<file path="src/rtl/fc_result_argmax_reader.sv">
// fc_result_argmax_reader
// Walks the FC classifier result memory one word per beat and keeps a
// running top-1 score/index for every batch image. The per-image argmax is
// presented on a held valid/ready output once all real classes are scanned.
module fc_result_argmax_reader #(
  parameter int AF         = 3,
  parameter int BATCH      = 9,
  parameter int FOUT3      = 1000,
  parameter int DATA_WIDTH = 8,
  parameter int ADDR_WIDTH = 32,
  parameter int IDX_W      = $clog2(FOUT3)
) (
  input  logic                                     clk,
  input  logic                                     rst,
  input  logic                                     start,
  output logic                                     busy,
  input  logic [BATCH-1:0][AF-1:0][DATA_WIDTH-1:0] result_data,
  output logic [ADDR_WIDTH-1:0]                    result_rd_ADDR,
  input  logic                                     result_valid,
  output logic                                     result_ready,
  output logic [BATCH-1:0][IDX_W-1:0]              top_idx,
  output logic [BATCH-1:0][DATA_WIDTH-1:0]         top_val,
  output logic                                     top_valid,
  input  logic                                     top_ready
);

  localparam int NWORDS = (FOUT3 + AF - 1) / AF;
  // Two spare bits so addr*AF+lane of the last (padded) word never wraps
  // before it is compared against FOUT3.
  localparam int CW = IDX_W + 2;

  typedef enum logic [1:0] {
    S_IDLE,
    S_READ,
    S_HOLD
  } state_e;

  state_e state_q, state_d;

  logic busy_q, busy_d;
  logic ready_q, ready_d;
  logic tvalid_q, tvalid_d;

  logic [ADDR_WIDTH-1:0] addr_q;

  logic signed [DATA_WIDTH-1:0] max_q [BATCH];
  logic signed [DATA_WIDTH-1:0] max_d [BATCH];
  logic [IDX_W-1:0]             idx_q [BATCH];
  logic [IDX_W-1:0]             idx_d [BATCH];

  logic [BATCH-1:0][IDX_W-1:0]      top_idx_q;
  logic [BATCH-1:0][DATA_WIDTH-1:0] top_val_q;

  logic [CW-1:0] base_cls;
  logic [CW-1:0] cls;

  logic xfer;
  logic last_beat;

  // ready_q is high exactly while in READ, so it doubles as the READ flag.
  assign xfer      = ready_q && result_valid;
  assign last_beat = xfer && (addr_q == ADDR_WIDTH'(NWORDS - 1));

  // State register.
  // NOTE: sequential state uses non-blocking assignments so every flop
  // samples pre-edge values regardless of process ordering.
  always_ff @(posedge clk) begin
    if (rst) state_q <= S_IDLE;
    else     state_q <= state_d;
  end

  // Next-state logic: start only counts in IDLE, last beat ends the scan,
  // the output handshake returns to IDLE.
  // NOTE: every combinational output gets a default first, so no path can
  // leave it unassigned and infer a latch.
  always_comb begin
    state_d = state_q;
    case (state_q)
      S_IDLE:  if (start)     state_d = S_READ;
      S_READ:  if (last_beat) state_d = S_HOLD;
      S_HOLD:  if (top_ready) state_d = S_IDLE;
      default:                state_d = S_IDLE;
    endcase
  end

  // Output decode of the upcoming state; registered below so outputs come
  // straight from flops.
  always_comb begin
    busy_d   = (state_d != S_IDLE);
    ready_d  = (state_d == S_READ);
    tvalid_d = (state_d == S_HOLD);
  end

  // Registered handshake/status outputs.
  always_ff @(posedge clk) begin
    if (rst) begin
      busy_q   <= 1'b0;
      ready_q  <= 1'b0;
      tvalid_q <= 1'b0;
    end else begin
      busy_q   <= busy_d;
      ready_q  <= ready_d;
      tvalid_q <= tvalid_d;
    end
  end

  // Word address: advances on each transfer, wraps to 0 after the last word.
  always_ff @(posedge clk) begin
    if (rst)            addr_q <= '0;
    else if (last_beat) addr_q <= '0;
    else if (xfer)      addr_q <= addr_q + ADDR_WIDTH'(1);
  end

  // Per-beat compare chain across lanes; ascending lanes with a strict
  // compare keep the lowest index on ties, padding classes are masked out.
  always_comb begin
    base_cls = CW'(addr_q) * CW'(AF);
    cls      = '0;
    for (int b = 0; b < BATCH; b++) begin
      max_d[b] = max_q[b];
      idx_d[b] = idx_q[b];
      for (int l = 0; l < AF; l++) begin
        cls = base_cls + CW'(l);
        if ((cls < CW'(FOUT3)) && ($signed(result_data[b][l]) > max_d[b])) begin
          max_d[b] = result_data[b][l];
          idx_d[b] = IDX_W'(cls);
        end
      end
    end
  end

  // Running accumulators: seeded on an accepted start, updated per beat.
  // NOTE: no reset here; these are always re-seeded before a scan uses
  // them, and leaving them out keeps the reset net off the datapath.
  always_ff @(posedge clk) begin
    if ((state_q == S_IDLE) && start) begin
      for (int b = 0; b < BATCH; b++) begin
        max_q[b] <= {1'b1, {(DATA_WIDTH-1){1'b0}}};
        idx_q[b] <= '0;
      end
    end else if (xfer) begin
      for (int b = 0; b < BATCH; b++) begin
        max_q[b] <= max_d[b];
        idx_q[b] <= idx_d[b];
      end
    end
  end

  // Result registers: captured with the final beat, held until the next run
  // completes.
  always_ff @(posedge clk) begin
    if (rst) begin
      top_idx_q <= '0;
      top_val_q <= '0;
    end else if (last_beat) begin
      for (int b = 0; b < BATCH; b++) begin
        top_idx_q[b] <= idx_d[b];
        top_val_q[b] <= max_d[b];
      end
    end
  end

  assign busy           = busy_q;
  assign result_ready   = ready_q;
  assign top_valid      = tvalid_q;
  assign result_rd_ADDR = addr_q;
  assign top_idx        = top_idx_q;
  assign top_val        = top_val_q;

endmodule
</file>
<file path="config.mk">
export PLATFORM = sky130hd
export DESIGN_NAME = fc_result_argmax_reader
export DESIGN_NICKNAME = d
export VERILOG_FILES = /design/src/rtl/fc_result_argmax_reader.sv
export SDC_FILE = /design/constraint.sdc
export NUM_CORES = 1
export LEC_CHECK = 0
export BUFFER_PORTS_ARGS = -buffer_cell sky130_fd_sc_hd__buf_2
export CAP_MARGIN = 40
export CORE_MARGIN = 2
export CORE_UTILIZATION = 60
export CTS_BUF_LIST = sky130_fd_sc_hd__clkbuf_8
export CTS_CLUSTER_DIAMETER = 200
export DETAILED_ROUTE_END_ITERATION = 16
export GPL_TIMING_DRIVEN = 0
export PLACE_DENSITY = 0.84
export SYNTH_ARGS = -nofsm -noshare
export SYNTH_HDL_FRONTEND = slang
export SYNTH_SLANG_ARGS = --single-unit
</file>
<file path="constraint.sdc">
create_clock -name clk -period 9.42 [get_ports clk]
set_input_delay 0.942 -clock clk [delete_from_list [all_inputs] [get_ports clk]]
set_output_delay 0.942 -clock clk [all_outputs]
set_load 0.02 [all_outputs]
</file>
==> results by group <==
Logic synthesis
  – Number of enable flip-flop cells after synthesis: 162
  – Synth unique cells: 104
  – Top cells by area, synth: edfxtp_1 19%, dfxtp_1 16%, ha_1 11%
  – Ys async rst share: 0%
  – Yosys warning total: 0
  – Share of the synthesized area in the top cell type: roughly a fifth
  – Syn avg cell area: 8.49 µm²
  – Register area share after synthesis: 34.4%
  – Top FF cell, synth: dfxtp_1
  – Syn nets: 3,465
  – Post-Syn Area: 0.0257 mm²
  – #FFs+latches synth: roughly 360
  – Synth area leader: edfxtp_1
  – Post-Synthesis Cells: 3,027

Placed design
  – Final RePlAce weighted congestion: 1.04
  – DP Area: 0.0291 mm²
  – Post-DP HPWL: 83.0 mm
  – Number of port buffers: approximately 420
  – Cells after DPL: 4,029

STA
  – Tmin final: slightly above 9 ns
  – Worst-margin pin slew: 1.01 ns
  – Fmax: 0.109 GHz
  – Max-slew headroom: around a third
  – Max Slew Vio Count: 0
  – Final clock skew: 0.0324 ns
  – Final setup viols: 0
  – Final Hold Viols: 0
  – Tcrit/Tclk final: 97.1%

Critical path
  – FF-to-FF End: max_q[0][63]$_SDFFCE_PN1P_
  – CP max-delay cell: fa_1
  – CP Launch Point: result_rd_ADDR[0]$_SDFFE_PP0P_
  – Critical Path End: max_q[0][63]$_SDFFCE_PN1P_
  – Kind of critical path: reg -> reg
  – CP startpoint kind: register
  – Cell repeated most along the worst path: o21a_1
  – Crit path max fanout: 10
  – Reg2reg start: result_rd_ADDR[0]$_SDFFE_PP0P_
  – Worst endpoint required time: 9.81 ns
  – Worst Path Arrival: about 9.5 ns
  – R2r worst-path depth: 35
  – Worst path max stage delay: 0.49 ns
  – Crit end category: register
  – Reg-to-reg slack, setup: ~0.27 ns

Power
  – Power Density: 179 mW/mm²
  – Leak Pwr: roughly 13 nW
  – Worst vdd ir: 0.137 mV

Floorplan
  – Core Region: 0.0421 mm²
  – DIE HEIGHT: 211 µm
  – Die area: around 0.044 mm²
  – Die X: 211 µm
  – Initial Util: 61.0%
  – Row cnt: 75
  – I/O pin count: 418

Clocking
  – TritonCTS clock tree: yes
  – Num CTS Buffers: 66
  – Root Buffer: clkbuf_8
  – H-tree depth: 3
  – Clk slew on worst S/H paths: 0.06 ns
  – Clk sink count: 361
  – Clk Latency, worst-skew pair: 0.66 ns
  – Max Buffers Root-to-Sink: 3

GRT
  – Largest net degree at the start of global routing: 53
  – Initial antenna violation count: 5
  – First-pass GRT wire length: between 150 and 200 mm
  – Grt ovf: 0
  – GRT Overall Usage: 47.9%
  – Vias in the first global route: 26,700

Layout
  – Syn-to-layout area delta: 19.7%
  – Design area: 0.0308 mm²
  – Fin nets: 4,004
  – Commonest non-fill, non-tap cell in the layout: nor2_1
  – Layout cells sized above 1: 20.5%
  – Fillers: 3,243
  – Commonest non-fill, non-tap cells in the layout: 468 x nor2_1, 438 x buf_2, 219 x nand2_1, 216 x ha_1, 208 x inv_1
  – Cell Count, Final, Fillers Out: 4,160

Route
  – DRT Wirelength: roughly 110 mm
  – Vias: 28,000
  – DR DRC count: 0
  – 1st-iter DRT viols: 4,310
  – ANT nets after route: 0
  – Drt first pass iters: 9
  – Via-to-Cell Ratio: 6.72
  – Mean routed wirelength per cell: 26.3 µm

Run status
  – Status: finished, final reports clean

Worst hold path
  – Min-Delay Path Class: reg -> reg

Flow run
  – Maxcap violations: 0
[kinds of logic after synthesis]
kind of cell	share of synthesized area (%)
adders and majority gates	11.0
buffers and inverters	5.99
AOI/OAI and AO/OA	21.8
and+or+nand+nor	18.6
xor gates and xnor gates	1.93
muxes	6.32
DFF	34.4
[metrics by stage]
stage	total power, W	TNS, ns	hold slack, ns	setup slack (ns)	util, %
global route	0.00571	-0.826	0.478	-0.0907	73.0
global placement	0.00377	-50.02	0.439	-0.880	67.5
finish	0.00550	0	0.462	0.270	73.0
CTS	0.00537	0	0.458	0.000592	72.4
floorplan	0.00322	0	0.466	1.47	-
detailed placement	0.00384	-33.84	0.450	-0.673	69.2
[cell type report]
| class | count | area [µm²] | area share, % |
|---|---|---|---|
| Multi-Input combinational cell | 2288 | 15500 | 50.5 |
| Sequential cell | 361 | 8850 | 28.8 |
| Timing Repair Buffer | 477 | 2820 | 9.17 |
| Clock buffer | 83 | 1140 | 3.71 |
| Buffer | 183 | 843 | 2.74 |
| Inverter | 189 | 709 | 2.31 |
| Tap cell | 539 | 674 | 2.19 |
| Clock inverter | 38 | 188 | 0.610 |
| Antenna cell | 2 | 5.00 | 0.0163 |
[synth_stat cells, drive strengths merged, types with 8 or more instances]
| cell | n |
|---|---|
| o2111ai | 8 |
| a211oi | 152 |
| nor3 | 62 |
| a211o | 9 |
| xnor2 | 27 |
| xor2 | 28 |
| a2111oi | 8 |
| edfxtp | 162 |
| o21ai | 127 |
| nand2b | 34 |
| mux2 | 30 |
| dfxtp | 199 |
| o22ai | 14 |
| nor4 | 17 |
| and3 | 27 |
| nand2 | 222 |
| and2 | 18 |
| mux2i | 125 |
| ha | 216 |
| clkbuf | 142 |
| o21bai | 9 |
| nand3 | 69 |
| or2 | 8 |
| nor2 | 472 |
| buf | 47 |
| o211ai | 29 |
| o221ai | 10 |
| o311ai | 8 |
| a21o | 29 |
| o21a | 63 |
| a31oi | 24 |
| or3 | 19 |
| nor2b | 27 |
| a221o | 8 |
| o32ai | 19 |
| a21oi | 198 |
| a311oi | 21 |
| nand4 | 46 |
| maj3 | 9 |
| inv | 189 |
[worst min-delay path by stage]
stage,start,endpoint,depth (start not counted)
floorplan,state_q[1]$_SDFF_PP0_,result_ready$_SDFF_PP0_,1
global placement,top_idx[14]$_SDFFE_PP0P_,top_idx[14]$_SDFFE_PP0P_,2
detailed placement,top_idx[14]$_SDFFE_PP0P_,top_idx[14]$_SDFFE_PP0P_,2
CTS,top_idx[14]$_SDFFE_PP0P_,top_idx[14]$_SDFFE_PP0P_,2
global route,top_idx[6]$_SDFFE_PP0P_,top_idx[6]$_SDFFE_PP0P_,2
finish,top_idx[6]$_SDFFE_PP0P_,top_idx[6]$_SDFFE_PP0P_,2
[what timing repair did]
item / 4_1_cts / 5_1_grt
pin swaps: 0 / 6
setup buffers: 0 / 10
hold buffers: 0 / 0
gates resized for setup: 12 / 54
setup endpoints to repair: 165 / 263
[report_power, final]
part,total (W),switching (W),internal (W)
combinational,0.00221,0.00142,0.000789
clock,0.00155,0.000733,0.000821
sequential,0.00174,0.0000298,0.00171
total,0.00550,0.00218,0.00332
[flip-flops by register name (all words and copies together) (netlist names)]
| name | flops |
|---|---|
| max_q | 72 |
| idx_q | 90 |
| top_val | 72 |
| top_valid | 1 |
| busy | 1 |
| state_q | 2 |
| result_ready | 1 |
| result_rd_ADDR | 32 |
| top_idx | 90 |
[worst max-delay path, delay by kind of cell, from the launching register on]
kind / cells / cell delay, ns
simple gates: 8 / 1.33
compound gates: 13 / 2.94
xor+xnor: 1 / 0.18
flops: 1 / 0.42
fa+ha+maj: 4 / 1.43
mux: 4 / 1.13
buf+inv: 5 / 1.47
[layer usage]
layer	GRT usage, %	part of all wire (%)	vias to the layer above
met3	14.6	14	585
met5	0	0	-
met2	70.2	41	2264
met4	34.8	8.8	0
met1	59.7	36	13000
li1	-	-	12100
Note: power is estimated with default switching activity, not from simulation.
